**src/rtl/pwm_pkg.sv**
```systemverilog
// Shared defaults and helpers for the counter-compare PWM block.
package pwm_pkg;

  localparam int unsigned WIDTH    = 8;
  localparam int unsigned PRESCALE = 4;
  localparam int unsigned CNT_MAX  = (1 << WIDTH) - 1;

  // Saturate a requested duty to the full-period value 2^width.
  function automatic logic [31:0] clamp_duty(input logic [31:0] duty,
                                             input int unsigned width);
    logic [31:0] full;
    full = 32'(1) << width;
    return (duty > full) ? full : duty;
  endfunction

endpackage

```
**src/rtl/pwm_tick_gen.sv**
```systemverilog
// Prescaler: emits one tick every PRESCALE enabled clock cycles.
module pwm_tick_gen #(
  parameter int unsigned PRESCALE = pwm_pkg::PRESCALE
) (
  input  logic ck,
  input  logic rst,
  input  logic en,
  output logic tick
);

  localparam int unsigned PW = (PRESCALE > 1) ? $clog2(PRESCALE) : 1;
  localparam logic [PW-1:0] PRESC_LAST = PW'(PRESCALE - 1);

  logic [PW-1:0] presc;

  assign tick = en && (presc == PRESC_LAST);

  always_ff @(posedge ck) begin
    if (rst) begin
      presc <= '0;
    end else if (en) begin
      presc <= tick ? '0 : presc + PW'(1);
    end
  end

endmodule

```
**src/rtl/pwm_core.sv**
```systemverilog
// Counter-compare PWM with a one-deep pending duty buffer that is
// transferred to the active duty only at period boundaries.
module pwm_core
  import pwm_pkg::*;
#(
  parameter int unsigned WIDTH    = pwm_pkg::WIDTH,
  parameter int unsigned PRESCALE = pwm_pkg::PRESCALE
) (
  input  logic           ck,
  input  logic           rst,
  input  logic           en,
  input  logic [WIDTH:0] duty_in,
  input  logic           duty_valid,
  output logic           duty_ready,
  output logic           pwm_raw,
  output logic           period_end
);

  localparam int unsigned DW = WIDTH + 1;
  localparam logic [WIDTH-1:0] CNT_LAST = '1;

  logic          tick;
  logic          bnd;
  logic          accept;
  logic [WIDTH-1:0] cnt;
  logic [DW-1:0] duty_act;
  logic [DW-1:0] duty_pend;
  logic [DW-1:0] duty_clamped;
  logic          pend_full;

  pwm_tick_gen #(
    .PRESCALE(PRESCALE)
  ) u_tick_gen (
    .ck  (ck),
    .rst (rst),
    .en  (en),
    .tick(tick)
  );

  assign duty_clamped = DW'(clamp_duty(32'(duty_in), WIDTH));
  assign duty_ready   = !rst && !pend_full;
  assign accept       = duty_valid && duty_ready;
  assign bnd          = tick && (cnt == CNT_LAST);
  // Compare is one bit wider than cnt so 2^WIDTH means always high.
  assign pwm_raw      = en && ({1'b0, cnt} < duty_act);

  always_ff @(posedge ck) begin
    if (rst) begin
      cnt        <= '0;
      duty_act   <= '0;
      duty_pend  <= '0;
      pend_full  <= 1'b0;
      period_end <= 1'b0;
    end else begin
      if (tick) begin
        cnt <= cnt + WIDTH'(1);
      end
      // Accept needs an empty buffer, so it never races a transfer.
      if (bnd && pend_full) begin
        duty_act <= duty_pend;
      end
      if (accept) begin
        duty_pend <= duty_clamped;
        pend_full <= 1'b1;
      end else if (bnd) begin
        pend_full <= 1'b0;
      end
      period_end <= bnd;
    end
  end

endmodule

```
**config.mk**
```make
export PLATFORM = sky130hd
export DESIGN_NAME = pwm_core
export DESIGN_NICKNAME = d
export VERILOG_FILES = /design/src/rtl/pwm_pkg.sv /design/src/rtl/pwm_tick_gen.sv /design/src/rtl/pwm_core.sv
export SDC_FILE = /design/constraint.sdc
export NUM_CORES = 1
export LEC_CHECK = 0
export ABC_CLOCK_PERIOD_IN_PS = 1600
export CAP_MARGIN = 25
export CORE_MARGIN = 2
export CORE_UTILIZATION = 49
export CTS_CLUSTER_SIZE = 30
export DETAILED_ROUTE_END_ITERATION = 10
export PLACE_DENSITY_LB_ADDON = 0.12
export SYNTH_ARGS = -nofsm -noshare
export SYNTH_HDL_FRONTEND = slang
export SYNTH_SLANG_ARGS = --single-unit
```
**constraint.sdc**
```tcl
create_clock -name ck -period 1.6 [get_ports ck]
set_clock_uncertainty 0.15 [all_clocks]
set_input_delay 0.32 -clock ck [delete_from_list [all_inputs] [get_ports ck]]
set_output_delay 0.32 -clock ck [all_outputs]
set_load 0.03 [all_outputs]
```
==> results.yml, run 1 <==
layout:
  final_layout_size_suffix_gt1_share_pct: 29.5
  layout.nets: 228
  final_cell_area_um2: 1970
  diodes: 0
  syn_to_final_growth_pct: 35.0
  layout.cells.non_filler: 238
setup_path:
  crit_required_ns: 1.13
  critPathLaunchType: "register"
  cp-end-kind: "output pin"
  arrival_ns: 1.67
  rr_startpoint: "u_tick_gen.presc[1]"
  path_max_fanout: 2
  critPathKind: "register to output pin"
  cp-startpoint: "duty_act[4]"
yosys:
  netlist_instances: 168
  synth_edf_count: 0
  avgSynthCellArea_um2: 8.68
  yosysUniqueCellTypes: 33
  ys_async_sr_fraction_pct: 0
  synth_ff_type: "dfxtp_1"
  ys_seq_elements: 30
  yosys_warnings: 0
  synth-seq-area-share_pct: 41.2
  syn_nets: 190
  syn-cell-area_um2: 1460
timing:
  min_period_ns: 2.14
  slew_headroom_pct: 78.2
  worstMarginPinSlew_ns: 0.327
  setup_violations: 1
  slew_violations: 0
  period_share_pct: 134
  hold_violations: 0
  clock.fmax_mhz: 467
  fin_ws_ns: -0.540
  tns_ns: -0.540
  rsz0062_at_grt: "true"
cts:
  path_clk_slew_ns: 0.09
  clockRootBuffer: "clkbuf_4"
  cts_tree: "done"
  clk_latency_ns: 0.32
  cts_max_path_buffers: 2
  cts_htree_levels: 2
  cts_buffers: 5
  cts_num_sinks: 30
floorplanning:
  num_rows: 19
  core_area_um2: 2780
  initial_core_util_pct: 52.5
  io_pins: 16
  die-area_um2: 3430
  die_y_um: 58.6
  die_w_um: 58.6
placement:
  post_dp_cell_area_um2: 1800
  placedCellCount: 227
  port_buffers: 15
  hpwl_mm: 2.53
  gp_congestion: 0.899
outcome:
  violations: "negative setup slack"
  status: "finished with violations"
drt:
  viasPerCell: 5.89
  drc: 0
  wl_mm: 3.36
  top_layer: "met4"
  met1_length_mm: 1.58
  drt_pre_antenna_iters: 4
  drtIter0Drc: 61
  wl_met2_mm: 1.60
  wl_per_cell_um: 14.1
  ant_nets: 0
  vias: 1401
  wl_met3_um: 145
global_routing:
  antenna_found_initial: 0
  grt_pass1_vias: 1297
  grt_pass1_wl_mm: 5.52
  grt_start_max_net_pins: 16
  grtUsageTotal_pct: 21.7
  grt_overflow_total: 0
worst_hold_path:
  min_from: "rst"
  hold_class: "primary input to register"
flow_run:
  cap_viol_max_count: 0
power_and_ir_drop:
  cellPowerDensity_nw_per_um2: 686
  p_leak_nw: 0.724
  p_total_mw: 1.35
  ir_drop_v: 0.000799
critical path, cell delays in order, from the launching register on:
cell and delay, ns:
dfxtp_2 0.34, inv_2 0.04, ha_4 0.21, a211oi_2 0.24, o21a_1 0.19, o221a_4 0.19, buf_6 0.12
power breakdown:
group / switching [mW] / internal (mW)
clock: 0.248 / 0.213
combinational: 0.0534 / 0.0614
sequential: 0.0135 / 0.762
total: 0.314 / 1.04
state kept, by name (all words and copies together) (netlist names):
signal	count
duty_act	9
duty_pend	9
cnt	8
u_tick_gen.presc	2
pend_full	1
period_end	1
cell type report:
cell class                      instances  area, um2
Sequential cell                        30        613
Timing Repair Buffer                   41        348
Multi-Input combinational cell        120        880
Clock buffer                            7       55.1
Tap cell                               31       38.8
Inverter                                8       30.0
Clock inverter                          1       5.00
Fill cell                             217        812
placed cells by master (no fill, tap or decap), types with 2 or more instances in the layout:
cell type and count:
mux2i_1 2, dlygate4sd2_1 2, dfxtp_2 7, ha_4 5
inv_2 4, nor2_1 8, and4_1 2, nand3b_1 8
buf_6 2, nand3_1 5, dfxtp_1 22, inv_1 4
o21ai_0 3, nand2_1 15, o21ai_1 2, a21oi_2 2
nor2b_1 2, xor2_1 2, clkbuf_4 5, o31ai_1 9
clkdlybuf4s50_1 10, a21oi_1 22, nand4_1 10, ha_1 4
or3_1 3, o21a_1 2, buf_4 26
metal layers:
| layer | vias to the layer above | GRT usage [%] |
|---|---|---|
| li1 | 692 | - |
| met1 | 671 | 27.6 |
| met2 | 32 | 33.9 |
| met3 | 6 | 6.15 |
| met4 | 0 | 9.97 |
| met5 | - | 0 |
worst paths after layout:
check / endpoint / slack, ns / cells past startpoint
setup / recovery: pwm_raw / -0.54 / 6
hold / removal: period_end / 0.28 / 2
setup reg to reg: cnt[7] / 0.03 / 4
hold reg to reg: duty_pend[2] / 0.31 / 2
Yosys cell counts (5+ instances only):
| master | count | share of area, % |
|---|---|---|
| a21oi_1 | 24 | 8.2 |
| clkbuf_1 | 7 | 1.8 |
| dfxtp_1 | 30 | 41 |
| ha_1 | 9 | 7.7 |
| inv_1 | 8 | 2.1 |
| nand2_1 | 16 | 4.1 |
| nand3_1 | 5 | 1.7 |
| nand3b_1 | 8 | 4.1 |
| nand4_1 | 10 | 4.3 |
| nor2_1 | 8 | 2.1 |
| o21ai_0 | 5 | 1.7 |
| o31ai_1 | 10 | 5.1 |
per-stage QoR:
stage	hold slack (ns)	util, %	setup slack [ns]
after floorplan	0.282	-	-0.0474
after global placement	0.295	64.6	-0.268
after detailed placement	0.300	64.6	-0.331
after CTS	0.265	69.4	-0.503
after global routing	0.274	70.8	-0.584
final	0.277	70.8	-0.540
repair_timing:
action                     CTS  global route
gates resized for setup     18             9
hold buffers                 0             0
setup endpoints to repair    8            14
pin swaps                    3             5
buffers inserted             2             1
cell families after synthesis:
logic type,share of synthesized area [%]
buffers and inverters,4.97
AOI/OAI and AO/OA,18.5
and+or+nand+nor,24.3
muxes,2.14
xor gates and xnor gates,1.20
DFF,41.2
adders and majority gates,7.72
No activity file was read; power rests on OpenSTA's default activity.
==> inputs of run 2 (changes only) <==
--- a/config.mk
+++ b/config.mk
@@ -5,10 +5,10 @@
 export SDC_FILE = /design/constraint.sdc
 export NUM_CORES = 1
 export LEC_CHECK = 0
+export ABC_AREA = 1
 export ABC_CLOCK_PERIOD_IN_PS = 1600
-export CAP_MARGIN = 25
 export CORE_MARGIN = 2
-export CORE_UTILIZATION = 49
+export CORE_UTILIZATION = 50
 export CTS_CLUSTER_SIZE = 30
 export DETAILED_ROUTE_END_ITERATION = 10
 export PLACE_DENSITY_LB_ADDON = 0.12
==> run 2 against run 1 <==
The flow still finishes with violations (negative setup slack). Setup slack better by 0.087 ns. Design area grew 16%. Die area rose by 9.3%. Count of clock-buffer cells in the layout stayed put. Sequential power barely moved.
==> results.yml, run 2 <==
cts:
  path_clk_slew_ns: 0.09
  cts_num_sinks: 30
  hold_buffers: 0
  cts_tree: "done"
  cts_htree_levels: 2
  cts_max_path_buffers: 2
  clockRootBuffer: "clkbuf_4"
  cts_buffers: 5
  clk_latency_ns: 0.32
drt:
  wl_mm: 3.61
  drt_pre_antenna_iters: 5
  viasPerCell: 4.68
  ant_nets: 0
  drtIter0Drc: 36
  drc: 0
  vias: 1553
  wl_per_cell_um: 10.9
yosys:
  synth_simple_gate_area_share_pct: 35.5
  syn-cell-area_um2: 1640
  ys_seq_elements: 30
  synth_xor_area_share_pct: 0.535
  ys_async_sr_fraction_pct: 0
  synth_top_family_by_area: "simple AND/OR/NAND/NOR gates"
  synth_mux_area_share_pct: 0
  netlist.area_leader.share_pct: 36.7
  yosys-top-cells-count: "nand2_1, inv_1, dfxtp_1, nor2_1, nand3_1"
  synth_ff_type: "dfxtp_1"
  netlist_instances: 235
  yosys_warnings: 0
  yosys.area.top_type: "dfxtp_1"
  post-synth-top-count-cell: "nand2_1"
  yosys-top-cells-area: "dfxtp_1, nand2_1, inv_1"
  yosysUniqueCellTypes: 24
  synth_edf_count: 0
  avgSynthCellArea_um2: 6.97
  synth-seq-area-share_pct: 36.7
  synth_fa_ha_area_share_pct: 6.88
  synth-compound-area-share_pct: 5.81
  syn_nets: 257
global_routing:
  grt_start_max_net_pins: 26
  grt_pass1_vias: 1393
  grtUsageTotal_pct: 21.1
  grt_overflow_total: 0
  antenna_found_initial: 0
  grtUsageMet1_pct: 23.6
  grt_pass1_wl_mm: 5.72
  busiest_layer: "met2"
  grtUsageMet3_pct: 4.41
  use_met2_pct: 38.8
setup_path:
  critPathLaunchType: "register"
  crit_path_cell_trace: "inv_2 -> ha_4 -> inv_4 -> nor3_4 -> nand3b_1 -> nand2_2 -> nor2_4 -> buf_6"
  crit_required_ns: 1.13
  max_stage_delay_ns: 0.34
  arrival_ns: 1.58
  rr_startpoint: "cnt[1]"
  path_buf_inv: 3
  path_max_fanout: 2
  cp-startpoint: "duty_act[7]"
  cpLargestDelayFamily: "simple AND/OR/NAND/NOR gates"
  cp.depth: 8
  critPathKind: "register to output pin"
  reg2reg_depth: 7
  slowest_stage: "dfxtp_2"
  cp-end-kind: "output pin"
layout:
  regArea_um2: 611
  fill_cells: 269
  final_layout_size_suffix_gt1_share_pct: 29.2
  layout.nets: 310
  top_regs: "duty_act x9, duty_pend x9, cnt x8"
  syn_to_final_growth_pct: 39.4
  multi_input_area_um2: 910
  final_cell_mix: "nand2_1, inv_1, buf_4"
  final_common_cell: "nand2_1"
  layout.cells.non_filler: 332
  diodes: 0
timing:
  hold_violations: 0
  fin_ws_ns: -0.453
  clock.fmax_mhz: 487
  rsz0062_at_grt: "true"
  slew_violations: 0
  slew_headroom_pct: 79.8
  min_period_ns: 2.05
  worstMarginPinSlew_ns: 0.304
  setup_violations: 1
  period_share_pct: 128
  tns_ns: -0.453
worst_hold_path:
  min_from: "duty_pend[3]"
  holdPathStages: 2
  hold_class: "register to register"
outcome:
  status: "finished with violations"
  violations: "negative setup slack"
placement:
  pre_cts_ws_ns: -0.280
  placedCellCount: 309
  gp_congestion: 0.795
  hpwl_mm: 2.30
  port_buffers: 15
floorplanning:
  die_y_um: 61.2
  initial_core_util_pct: 53.2
  io_pins: 16
  die-area_um2: 3750
  die_w_um: 61.2
  core_area_um2: 3080
  num_rows: 20
power_and_ir_drop:
  p_total_mw: 1.37
  cellPowerDensity_nw_per_um2: 600
  ir_drop_v: 0.000415
  p_leak_nw: 1.08
flow_run:
  cap_viol_max_count: 0
-- run 2: changes by cell type in the layout (fill, tap and decap cells not counted), sizes merged, moves of 3 or more --
cell / delta
nand2: +47
inv: +40
nor2: +24
a21oi: -15
nand3: +12
buf: +10
o31ai: -10
nand3b: -7
or3: -3
-- run 2: routing by layer --
layer,routed length (um),part of all wire (%),vias up
li1,-,-,837
met1,1580,44,681
met2,1860,52,27
met3,108,3.0,8
met4,60,1.7,0
met5,0,0,-
-- run 2: path summary, 6_finish.rpt --
kind,to,slack [ns]
max,pwm_raw,-0.45
min,duty_pend[3],0.32
max reg2reg,duty_act[8],0.07
min reg2reg,duty_pend[3],0.32
-- run 2: what timing repair did --
item,CTS,global route
setup buffers,11,8
cloned,0,2
endpoints found under the setup margin,3,12
gates resized for setup,19,23
pin swaps,11,7
-- run 2: through the flow --
step | hold WS, ns | instance area, um2 | utilization (%)
6_report | 0.315 | 2280 | 74.2
5_1_grt | 0.342 | 2280 | 74.2
3_5_place_dp | 0.303 | 1990 | 64.7
2_1_floorplan | 0.239 | 1650 | -
4_1_cts | 0.317 | 2190 | 71.1
3_3_place_gp | 0.300 | 1990 | 64.7
-- run 2: kinds of logic (layout without fill, tap and decap cells) --
kind of cell | after synthesis | count (layout)
AOI/OAI and AO/OA | 17 | 17
xor gates and xnor gates | 1 | 1
and+or+nand+nor | 123 | 125
DFF | 30 | 30
buffers and inverters | 55 | 106
adders and majority gates | 9 | 9
-- run 2: area by class of cell --
class,instances,share of cell area (%)
Timing Repair Buffer,51,21.0
Clock buffer,7,1.97
Sequential cell,30,26.7
Tap cell,44,2.41
Inverter,48,8.00
Multi-Input combinational cell,152,39.8
-- run 2: power by group --
part	leakage [nW]	internal (mW)	switching (mW)	total [mW]
clock	0.0254	0.165	0.247	0.412
sequential	0.247	0.767	0.0109	0.778
combinational	0.811	0.0896	0.0904	0.180
total	1.08	1.02	0.348	1.37
-- run 2: worst reg2reg max path: stages (launching register included) --
cell and delay (ns):
dfxtp_2 0.37, ha_2 0.20, nand3_4 0.13, nor2_8 0.22, buf_4 0.16, nand4_1 0.08
nand2_1 0.09, nor2_1 0.04
